--- config.mk ---
export PLATFORM = sky130hd
export DESIGN_NAME = hid_report_sched
export DESIGN_NICKNAME = d
export VERILOG_FILES = /design/src/rtl/hid_pkg.sv /design/src/rtl/hid_rec_fifo.sv /design/src/rtl/hid_report_sched.sv
export SDC_FILE = /design/constraint.sdc
export NUM_CORES = 1
export LEC_CHECK = 0
export CORE_ASPECT_RATIO = 0.9
export CORE_UTILIZATION = 58
export CTS_CLUSTER_SIZE = 12
export DETAILED_ROUTE_END_ITERATION = 10
export PLACE_DENSITY = 0.85
export SYNTH_ARGS = -nofsm -noshare
export SYNTH_HDL_FRONTEND = slang
export SYNTH_SLANG_ARGS = --single-unit
--- constraint.sdc ---
create_clock -name clk -period 13.61 [get_ports clk]
set_input_delay 3.4025 -clock clk [delete_from_list [all_inputs] [get_ports clk]]
set_output_delay 3.4025 -clock clk [all_outputs]
set_load 0.05 [all_outputs]
--- src/rtl/hid_pkg.sv ---
// Shared types and helpers for the HID report scheduler.
package hid_pkg;

    localparam logic [1:0] TYP_NONE  = 2'd0;
    localparam logic [1:0] TYP_KBD   = 2'd1;
    localparam logic [1:0] TYP_MOUSE = 2'd2;
    localparam logic [1:0] TYP_GAME  = 2'd3;

    localparam int unsigned HID_PAY_W = 40;
    localparam int unsigned HID_REC_W = 42;

    typedef struct packed {
        logic [1:0]           typ;
        logic [HID_PAY_W-1:0] payload;
    } hid_rec_t;

    // Signed 8-bit add clamped to [-128, +127]
    function automatic logic [7:0] sat_add8(input logic [7:0] a, input logic [7:0] b);
        logic [8:0] s;
        s = {a[7], a} + {b[7], b};
        if (s[8] != s[7]) begin
            sat_add8 = s[8] ? 8'h80 : 8'h7F;
        end else begin
            sat_add8 = s[7:0];
        end
    endfunction

endpackage

--- src/rtl/hid_rec_fifo.sv ---
// Record FIFO with registered fall-through head, synchronous flush and an
// in-place write port to the newest entry.
module hid_rec_fifo
    import hid_pkg::*;
#(
    parameter int unsigned DEPTH = 4
) (
    input  logic                    clk,
    input  logic                    resetn,
    input  logic                    i_push,
    input  hid_rec_t                i_push_rec,
    input  logic                    i_pop,
    input  logic                    i_flush,
    input  logic                    i_upd,
    input  hid_rec_t                i_upd_rec,
    output logic                    o_valid,
    output hid_rec_t                o_rec,
    output hid_rec_t                o_newest,
    output logic                    o_full,
    output logic [$clog2(DEPTH):0]  o_level
);

    localparam int unsigned AW = $clog2(DEPTH);
    localparam int unsigned PW = AW + 1;

    hid_rec_t        r_mem [DEPTH];
    logic [PW-1:0]   r_wr;
    logic [PW-1:0]   r_rd;
    logic [PW-1:0]   r_level;
    logic            r_valid;
    hid_rec_t        r_out;

    logic [PW-1:0]   w_wr_nxt;
    logic [PW-1:0]   w_rd_nxt;
    logic [AW-1:0]   w_newest_idx;

    // Next pointer values and newest-entry index
    always_comb begin
        w_wr_nxt     = r_wr + PW'(i_push);
        w_rd_nxt     = r_rd + PW'(i_pop);
        w_newest_idx = r_wr[AW-1:0] - AW'(1);
    end

    // Storage: append at tail, or rewrite newest entry on a merge
    always_ff @(posedge clk) begin
        if (i_push && !i_flush) begin
            r_mem[r_wr[AW-1:0]] <= i_push_rec;
        end else if (i_upd && !i_flush) begin
            r_mem[w_newest_idx] <= i_upd_rec;
        end
    end

    // Pointers and occupancy; flush empties the queue
    always_ff @(posedge clk or negedge resetn) begin
        if (!resetn) begin
            r_wr    <= '0;
            r_rd    <= '0;
            r_level <= '0;
        end else if (i_flush) begin
            r_wr    <= '0;
            r_rd    <= '0;
            r_level <= '0;
        end else begin
            r_wr    <= w_wr_nxt;
            r_rd    <= w_rd_nxt;
            r_level <= w_wr_nxt - w_rd_nxt;
        end
    end

    // Head register: reflects entries present before this edge, so a push
    // into an empty queue shows up one cycle after it is written
    always_ff @(posedge clk or negedge resetn) begin
        if (!resetn) begin
            r_valid <= 1'b0;
            r_out   <= '0;
        end else if (i_flush) begin
            r_valid <= 1'b0;
            r_out   <= '0;
        end else begin
            r_valid <= (r_wr != w_rd_nxt);
            r_out   <= r_mem[w_rd_nxt[AW-1:0]];
        end
    end

    assign o_valid  = r_valid;
    assign o_rec    = r_out;
    assign o_newest = r_mem[w_newest_idx];
    assign o_full   = (r_level == PW'(DEPTH));
    assign o_level  = r_level;

endmodule

--- src/rtl/hid_report_sched.sv ---
// HID report scheduler: packs usb_hid_host reports into typed records and
// queues them for a slow valid/ready consumer.
// Optional build macro HID_MOUSE_COALESCE_EN: fold mouse motion into the
// newest queued mouse record instead of dropping when the queue is full.
module hid_report_sched
    import hid_pkg::*;
#(
    parameter int unsigned DEPTH = 4
) (
    input  logic                    clk,
    input  logic                    resetn,
    input  logic [1:0]              usb_type,
    input  logic                    usb_report,
    input  logic                    usb_conerr,
    input  logic [7:0]              key_modifiers,
    input  logic [7:0]              key1,
    input  logic [7:0]              key2,
    input  logic [7:0]              key3,
    input  logic [7:0]              key4,
    input  logic [7:0]              mouse_btn,
    input  logic [7:0]              mouse_dx,
    input  logic [7:0]              mouse_dy,
    input  logic [9:0]              game_btns,
    output logic                    out_valid,
    input  logic                    out_ready,
    output logic [HID_REC_W-1:0]    out_data,
    output logic [$clog2(DEPTH):0]  level,
    output logic [7:0]              drop_cnt
);

    hid_rec_t   w_in_rec;
    hid_rec_t   w_newest;
    hid_rec_t   w_upd_rec;
    hid_rec_t   w_head;
    logic       w_req;
    logic       w_pop;
    logic       w_full;
    logic       w_push;
    logic       w_merge;
    logic       w_drop;
    logic [7:0] r_drop;

    // Pack the strobed HID fields into a typed record
    always_comb begin
        w_in_rec.typ     = usb_type;
        w_in_rec.payload = '0;
        case (usb_type)
            TYP_KBD:   w_in_rec.payload = {key_modifiers, key1, key2, key3, key4};
            TYP_MOUSE: w_in_rec.payload = {16'h0, mouse_btn, mouse_dx, mouse_dy};
            TYP_GAME:  w_in_rec.payload = {30'h0, game_btns};
            default:   w_in_rec.payload = '0;
        endcase
    end

    // Newest entry with the incoming motion folded in
    always_comb begin
        w_upd_rec              = w_newest;
        w_upd_rec.payload[15:8] = sat_add8(w_newest.payload[15:8], mouse_dx);
        w_upd_rec.payload[7:0]  = sat_add8(w_newest.payload[7:0], mouse_dy);
    end

    // Push qualification, merge decision and drop detection
    always_comb begin
        w_req  = usb_report && (usb_type != TYP_NONE) && !usb_conerr;
        w_pop  = out_valid && out_ready && !usb_conerr;
        w_push = w_req && (!w_full || w_pop);
`ifdef HID_MOUSE_COALESCE_EN
        w_merge = w_req && w_full && !w_pop
                  && (usb_type == TYP_MOUSE)
                  && (w_newest.typ == TYP_MOUSE)
                  && (w_newest.payload[23:16] == mouse_btn);
`else
        w_merge = 1'b0;
`endif
        w_drop = w_req && w_full && !w_pop && !w_merge;
    end

    // Saturating count of discarded reports; survives flushes
    always_ff @(posedge clk or negedge resetn) begin
        if (!resetn) begin
            r_drop <= '0;
        end else if (w_drop && (r_drop != 8'hFF)) begin
            r_drop <= r_drop + 8'd1;
        end
    end

    hid_rec_fifo #(
        .DEPTH (DEPTH)
    ) u_fifo (
        .clk        (clk),
        .resetn     (resetn),
        .i_push     (w_push),
        .i_push_rec (w_in_rec),
        .i_pop      (w_pop),
        .i_flush    (usb_conerr),
        .i_upd      (w_merge),
        .i_upd_rec  (w_upd_rec),
        .o_valid    (out_valid),
        .o_rec      (w_head),
        .o_newest   (w_newest),
        .o_full     (w_full),
        .o_level    (level)
    );

    assign out_data = w_head;
    assign drop_cnt = r_drop;

endmodule

==> summary.md, run 1 <==
| Metric | Value |
|---|---|
| Run status | `completed` |
| Seq/Total Area, Yosys | `75.0%` |
| Share of total power in sequential cells | `52.6%` |
| RSZ-0062 raised after global routing | `false` |
| Post-CTS Hold Fix Bufs | `0` |
| I/O Pins | `135` |
| Largest family of logic cells by synthesized area | `multiplexers` |
| Number of flops mapped to enable cells by yosys | `168` |
| Synth Instances | `448` |
| Worst Setup EP | `u_fifo.o_level[2]$_DFF_PN0_` |
| Clock Tree Buf Depth | `3` |
| Number of diodes | `0` |
| Internal | `1.15 mW` |
| Slew Limit Fails | `0` |
| PwrDens | `135 mW/mm^2` |
| Fmax | `161 MHz` |
| Total congestion overflow | `0` |
| Util after Layout | `74.6%` |
| Net count, final | `679` |
| Finished Layout Cells | `806` |
| Hold Crit Class | `reg -> reg` |
| Fin crit period | `6210 ps` |
| CORE AREA | `0.0147 mm^2` |
| YS warnings | `0` |
| Postcts setup bufs | `0` |
| DR WL/cell | `22.4 um` |
| Initial Util | `59.3%` |
| Final setup viols | `0` |
| Most frequent cell after synthesis | `edfxtp_1` |
| Syn Nets | `536` |
| Via/cell ratio | `5.80` |
| Final Cycle Share | `45.6%` |
| Final ANT Viol Nets | `0` |
| CTS tree | `done` |
| Final hold vios | `0` |
| Synth Area in Compound Gates | `2.78%` |
| DIE HEIGHT | `118 um` |
| Syn-to-layout area delta | `25.8%` |
| Clock power share | `37.9%` |
| Post-Synth Adder-Cell Area | `1.09%` |
| Global-route wire length before repair | `28000 um` |
| Combinational share of power | `9.5%` |
| Layout cells sized above 1 | `15.6%` |
| Detailed placement HPWL | `9580 um` |
| DRT Pass-1 Iters | `5` |
| Data arrival, critical path | `6580 ps` |
| R2r startpoint | `u_fifo.o_valid$_DFF_PN0_` |
| Post-Synth XOR/XNOR Area | `1.20%` |
| Endpoint class of the critical path | `flip-flop` |
| Die Wd | `131 um` |
| Largest net degree at the start of global routing | `61` |
| Vias | `4675` |
| Psw | `324 uW` |
| TritonCTS buffer count | `23` |
| Simple-gate share of the synthesized area | `6.51%` |
| Initial DRC count | `304` |
| Std-Cell Rows | `42` |
| Leak | `3.89 nW` |
| Worst-path maximum fanout | `44` |
| Final GP Congestion | `0.750` |
| Sink Count | `228` |
| Worst Setup SP | `usb_conerr` |
| Slew headroom | `22.7%` |
| Placed insts | `764` |
| Synth top cells by count | `edfxtp_1 (168), dfrtp_1 (60), and2_1 (58)` |
| Slew at the pin closest to its max-slew limit | `1160 ps` |
| Die Area | `0.0155 mm^2` |
| Initial antenna violation count | `0` |
| GRT Util Overall | `24.3%` |
| Residual DRC | `0` |
| Flops & latches, synth | `228` |
| Startpoint types | `primary input` |
| Post-CTS sizing | `0` |
| Maxcap violations | `0` |
| Number of global-route vias before repair | `4935` |
| H-tree levels | `1` |
| Post-Syn Area | `0.00873 mm^2` |
| Primary FF master, synth | `edfxtp_1` |
| Max IR drop VDD | `0.000103 V` |
| Setup_tns | `0 ps` |
| Clk_lat worst skew | `500 ps` |
| Most area-consuming cells after synthesis | `edfxtp_1 (58%), dfrtp_1 (17%), mux4_2 (11%)` |
| Required @ worst endpoint | `13980 ps` |
| Clock root buffer | `clkbuf_16` |
| Synth cell types | `29` |
| Hold WS | `536 ps` |
| Final WL | `18100 um` |
| CP Class | `in -> reg` |
| Port bufs | `134` |
| Clock Skew | `7.81 ps` |
| Post-synth top area cell | `edfxtp_1` |
| Clk slew on worst S/H paths | `60 ps` |
| Mux cell area share after synthesis | `12.3%` |
| Reg-to-reg endpoint | `u_fifo.o_level[2]$_DFF_PN0_` |
| R2R Setup Slk | `10710 ps` |
| Post-synth top area share | `57.8%` |
| Synthesized area per cell | `19.5 um^2` |
| Reg2reg path depth | `7` |
| Switching share of power | `21.9%` |
| Asr flop ratio synth | `26.3%` |
==> through the flow <==
step | total power, mW | cell area, um^2 | worst slack [ps]
5_1_grt | 1.52 | 11000 | 7280
3_3_place_gp | 0.926 | 10300 | 6930
2_1_floorplan | 0.868 | 8730 | 5950
6_report | 1.48 | 11000 | 7400
4_1_cts | 1.49 | 11000 | 7420
3_5_place_dp | 0.930 | 10300 | 6920
==> cell families (layout without fill, tap and decap cells) <==
group	after synthesis	in the layout
flops	228	228
simple gates	93	93
mux	53	53
compound gates	29	29
buf+inv	26	186
xor+xnor	12	12
fa+ha+maj	7	7
==> layout make-up <==
cell class                 count  area [um^2]
multi-input combinational    194         2120
timing repair buffer         140         1380
clock inverter                 1         8.76
inverter                       4         15.0
sequential                   228         6550
fill                         823         3730
clock buffer                  41          653
tap                          198          248
==> cells in the final DEF (no fill, tap or decap), types with 2 or more instances in the layout <==
cell type / netlist / layout
nor2_4: 0 / 2
buf_4: 0 / 7
a31oi_1: 2 / 2
clkdlybuf4s50_1: 0 / 133
a22o_1: 24 / 24
inv_1: 4 / 4
nor2b_1: 6 / 5
nand4_1: 5 / 5
edfxtp_1: 168 / 168
nand2_1: 3 / 3
ha_1: 6 / 4
clkbuf_1: 17 / 17
clkbuf_16: 0 / 23
mux4_2: 42 / 42
and2_1: 58 / 58
dfrtp_1: 60 / 60
mux2_2: 11 / 11
xor2_1: 2 / 2
nand3_1: 3 / 3
nor2_1: 11 / 9
xnor2_1: 10 / 10
==> critical path: stages <==
cell	delay (ps)
clkdlybuf4s50_1	710
and3b_1	270
ha_4	170
ha_2	1100
inv_1	220
fa_1	480
xnor2_1	170
nor2_1	50
==> power by group through the flow <==
stage | clock, mW | sequential (mW) | combinational, mW
after global placement | 0 | 0.789 | 0.136
after global routing | 0.595 | 0.779 | 0.149
after floorplan | 0 | 0.822 | 0.0461
after detailed placement | 0 | 0.791 | 0.139
final | 0.561 | 0.778 | 0.140
after CTS | 0.571 | 0.778 | 0.142
==> per-layer routing <==
layer	track usage (%)	wire [um]	up-vias
li1	-	-	2027
met1	31.5	7100	2390
met2	41.7	9340	205
met3	3.73	993	53
met4	10.3	643	0
met5	0	0	-
==> worst min path at each step <==
stage | from | cells after the start | to | slack, ps
floorplan | u_fifo.r_rd[2]$_DFF_PN0_ | 2 | u_fifo.r_rd[2]$_DFF_PN0_ | 550
global placement | drop_cnt[7]$_DFFE_PN0P_ | 1 | drop_cnt[7]$_DFFE_PN0P_ | 500
detailed placement | drop_cnt[7]$_DFFE_PN0P_ | 1 | drop_cnt[7]$_DFFE_PN0P_ | 510
CTS | drop_cnt[6]$_DFFE_PN0P_ | 1 | drop_cnt[6]$_DFFE_PN0P_ | 530
global route | drop_cnt[6]$_DFFE_PN0P_ | 1 | drop_cnt[6]$_DFFE_PN0P_ | 550
finish | drop_cnt[6]$_DFFE_PN0P_ | 1 | drop_cnt[6]$_DFFE_PN0P_ | 540
==> flip-flops by register name, summed over array words and instances, names as in the netlist <==
name,flops
drop_cnt,8
u_fifo.r_rd,3
u_fifo.o_level,3
u_fifo.r_wr,3
u_fifo.r_mem,168
u_fifo.o_rec,42
u_fifo.o_valid,1
No activity file was read; power rests on OpenSTA's default activity.
==> run 2, diff against run 1 <==
Settings changed: CORE_UTILIZATION 58 to 53, PLACE_DENSITY 0.85 to 0.79.
Clock period 13.61 ns to 6.5 ns, I/O delays scaled along.
==> run 2 against run 1 <==
- cell count increased by 1.4%
- clock skew increased by 7.9 ps
- the run now ends with design-rule violations left
- worst setup slack got worse by 5400 ps
- sequential share of layout area decreased by 0.53 points
- register-to-register slack got worse by 6900 ps
- non-clock buffer count increased by 1
- utilization decreased by 5.9 points
- flip-flop and latch count unchanged
- count of clock-buffer cells in the layout decreased by 1
- worst hold slack got worse by 26 ps
==> summary.md, run 2 (synthesis gave the netlist of run 1 again) <==
| Metric | Value |
|---|---|
| Global-route wire length before repair | `26400 um (-5.8%)` |
| Worst-path maximum fanout | `26 (-41%)` |
| Endpoint class of the critical path | `flip-flop` |
| Leak | `3.93 nW (+1.2%)` |
| Clk slew on worst S/H paths | `60 ps (about the same)` |
| TritonCTS buffer count | `24 (+4.3%)` |
| CP Class | `in -> reg` |
| DIE HEIGHT | `124 um (+4.5%)` |
| Failing checks | `design-rule violations` |
| Critical path cell sequence | `clkdlybuf4s50_1 -> o211ai_1 -> nor2b_1 -> nand2_1 -> nor2_4 -> buf_4` |
| Syn-to-layout area delta | `26.9%` |
| Finished Layout Cells | `817 (+1.4%)` |
| Dpl ws | `1540 ps (-5380 ps)` |
| Slew at the pin closest to its max-slew limit | `1170 ps (+14.6 ps)` |
| Initial DRC count | `301 (-0.99%)` |
| Slew Limit Fails | `0 (unchanged)` |
| Residual DRC | `1 (+1)` |
| Number of global-route vias before repair | `4732 (-4.1%)` |
| Die Area | `0.0170 mm^2 (+9.3%)` |
| Post-CTS sizing | `0 (unchanged)` |
| Worst Setup SP | `usb_type[0]` |
| Fmax | `222 MHz` |
| Sink Count | `228 (unchanged)` |
| Top reg by flops | `u_fifo.r_mem` |
| CP top delay family | `buffers and inverters` |
| Slew headroom | `21.8% (-0.98 points)` |
| Final Cell Area | `0.0111 mm^2 (+0.90%)` |
| R2r startpoint | `u_fifo.o_valid$_DFF_PN0_` |
| Clock Skew | `15.7 ps (+7.88 ps)` |
| WP buf/inv | `2 (unchanged)` |
| Via/cell ratio | `5.55 (-4.3%)` |
| Final GP Congestion | `0.762 (+1.7%)` |
| Maxcap violations | `0 (unchanged)` |
| DP Area | `0.0103 mm^2 (+0.28%)` |
| Detailed placement HPWL | `10200 um (+6.1%)` |
| Tot Pwr | `3.18 mW (+110%)` |
| Initial Util | `54.1% (-5.2 points)` |
| Final ANT Viol Nets | `0 (unchanged)` |
| Startpoint types | `primary input` |
| RSZ-0062 raised after global routing | `false` |
| Worst Setup EP | `u_fifo.r_mem[2][32]$_DFFE_PP_` |
| Placed insts | `774 (+1.3%)` |
| Reg2reg path depth | `10 (+3)` |
| Post-CTS Hold Fix Bufs | `0 (unchanged)` |
| R2R Setup Slk | `3790 ps (-6920 ps)` |
| WP depth | `6 (-2)` |
| Hold WS | `510 ps (-26.3 ps)` |
| Final setup viols | `0 (unchanged)` |
| Largest net degree at the start of global routing | `61 (unchanged)` |
| Postcts setup bufs | `0 (unchanged)` |
| GRT Util Overall | `21.2% (-3.2 points)` |
| Die Wd | `137 um (+4.5%)` |
| Vias | `4534 (-3.0%)` |
| PwrDens | `287 mW/mm^2 (+110%)` |
| Setup WS post-layout | `2000 ps (-5400 ps)` |
| Max IR drop VDD | `0.000205 V (+99%)` |
| Util after Layout | `68.7% (-5.9 points)` |
| Layout cells sized above 1 | `16.6% (+0.93 points)` |
| Max FFs per register | `168 (unchanged)` |
| DR WL/cell | `21.0 um (-6.5%)` |
| Hold Startpoint | `drop_cnt[7]$_DFFE_PN0P_` |
| Required @ worst endpoint | `6690 ps (-7290 ps)` |
| Fin crit period | `4500 ps` |
| Final WL | `17100 um (-5.2%)` |
| Port bufs | `134 (unchanged)` |
| Setup_tns | `0 ps (unchanged)` |
| Reg-to-reg endpoint | `u_fifo.o_level[2]$_DFF_PN0_` |
| I/O Pins | `135 (unchanged)` |
| Number of diodes | `0 (unchanged)` |
| Clock Tree Buf Depth | `3 (unchanged)` |
| CP max stage delay | `1060 ps (-40 ps)` |
| Std-Cell Rows | `44 (+4.8%)` |
| Final Cycle Share | `69.2%` |
| Final hold vios | `0 (unchanged)` |
| Most common cell after layout, fill and taps aside | `edfxtp_1` |
| Run status | `finished, violations left` |
| Clock root buffer | `clkbuf_16` |
| H-tree levels | `1 (unchanged)` |
| Commonest cells after routing, fill and taps aside | `edfxtp_1 (168), clkdlybuf4s50_1 (133), dfrtp_1 (60)` |
| Clk_lat worst skew | `510 ps (about the same)` |
| Hold Crit Class | `reg -> reg` |
| Slowest-stage cell, CP | `clkdlybuf4s50_1` |
| Data arrival, critical path | `4680 ps (-1900 ps)` |
| Net count, final | `681 (+0.29%)` |
| Initial antenna violation count | `0 (unchanged)` |
| Total congestion overflow | `0 (unchanged)` |
| DRT Pass-1 Iters | `8 (+3)` |
| CORE AREA | `0.0161 mm^2 (+9.6%)` |
| Fillers | `1043 (+27%)` |
| CTS tree | `done` |
==> run 2: cell types whose count changed in the layout (fill, tap and decap cells not counted), sizes merged <==
cell,before,now
clkbuf,41,40
clkinv,0,2
buf,7,8
==> run 2: routing by layer <==
layer / wire [um] / global-route usage (%)
met1: 6820 / 29.2
met2: 8980 / 35.1
met3: 1040 / 3.09
met4: 293 / 6.87
met5: 0 / 0
==> run 2: how the worst min path moves through the flow <==
stage	end	slack [ps]	cells after the start
CTS	drop_cnt[7]$_DFFE_PN0P_	500	1
global placement	drop_cnt[7]$_DFFE_PN0P_	490	1
detailed placement	drop_cnt[7]$_DFFE_PN0P_	490	1
global route	drop_cnt[7]$_DFFE_PN0P_	530	1
finish	drop_cnt[7]$_DFFE_PN0P_	510	1
floorplan	u_fifo.r_rd[2]$_DFF_PN0_	550	2
==> run 2: area by class of cell <==
type                    count  area [um^2]  area share, %
flip-flops and latches    228         6550           59.1
multi-input cells         194         2120           19.2
repair buffers            141         1400           12.6
clock buffers              40          701           6.32
well taps                 207          259           2.34
clock inverters             3         31.3          0.282
inverters                   4         15.0          0.136
==> run 2: power by group <==
part           internal [mW]  switching [mW]  leakage, nW
logic                  0.132           0.160         1.24
clock network          0.735           0.521        0.353
registers               1.61          0.0166         2.34
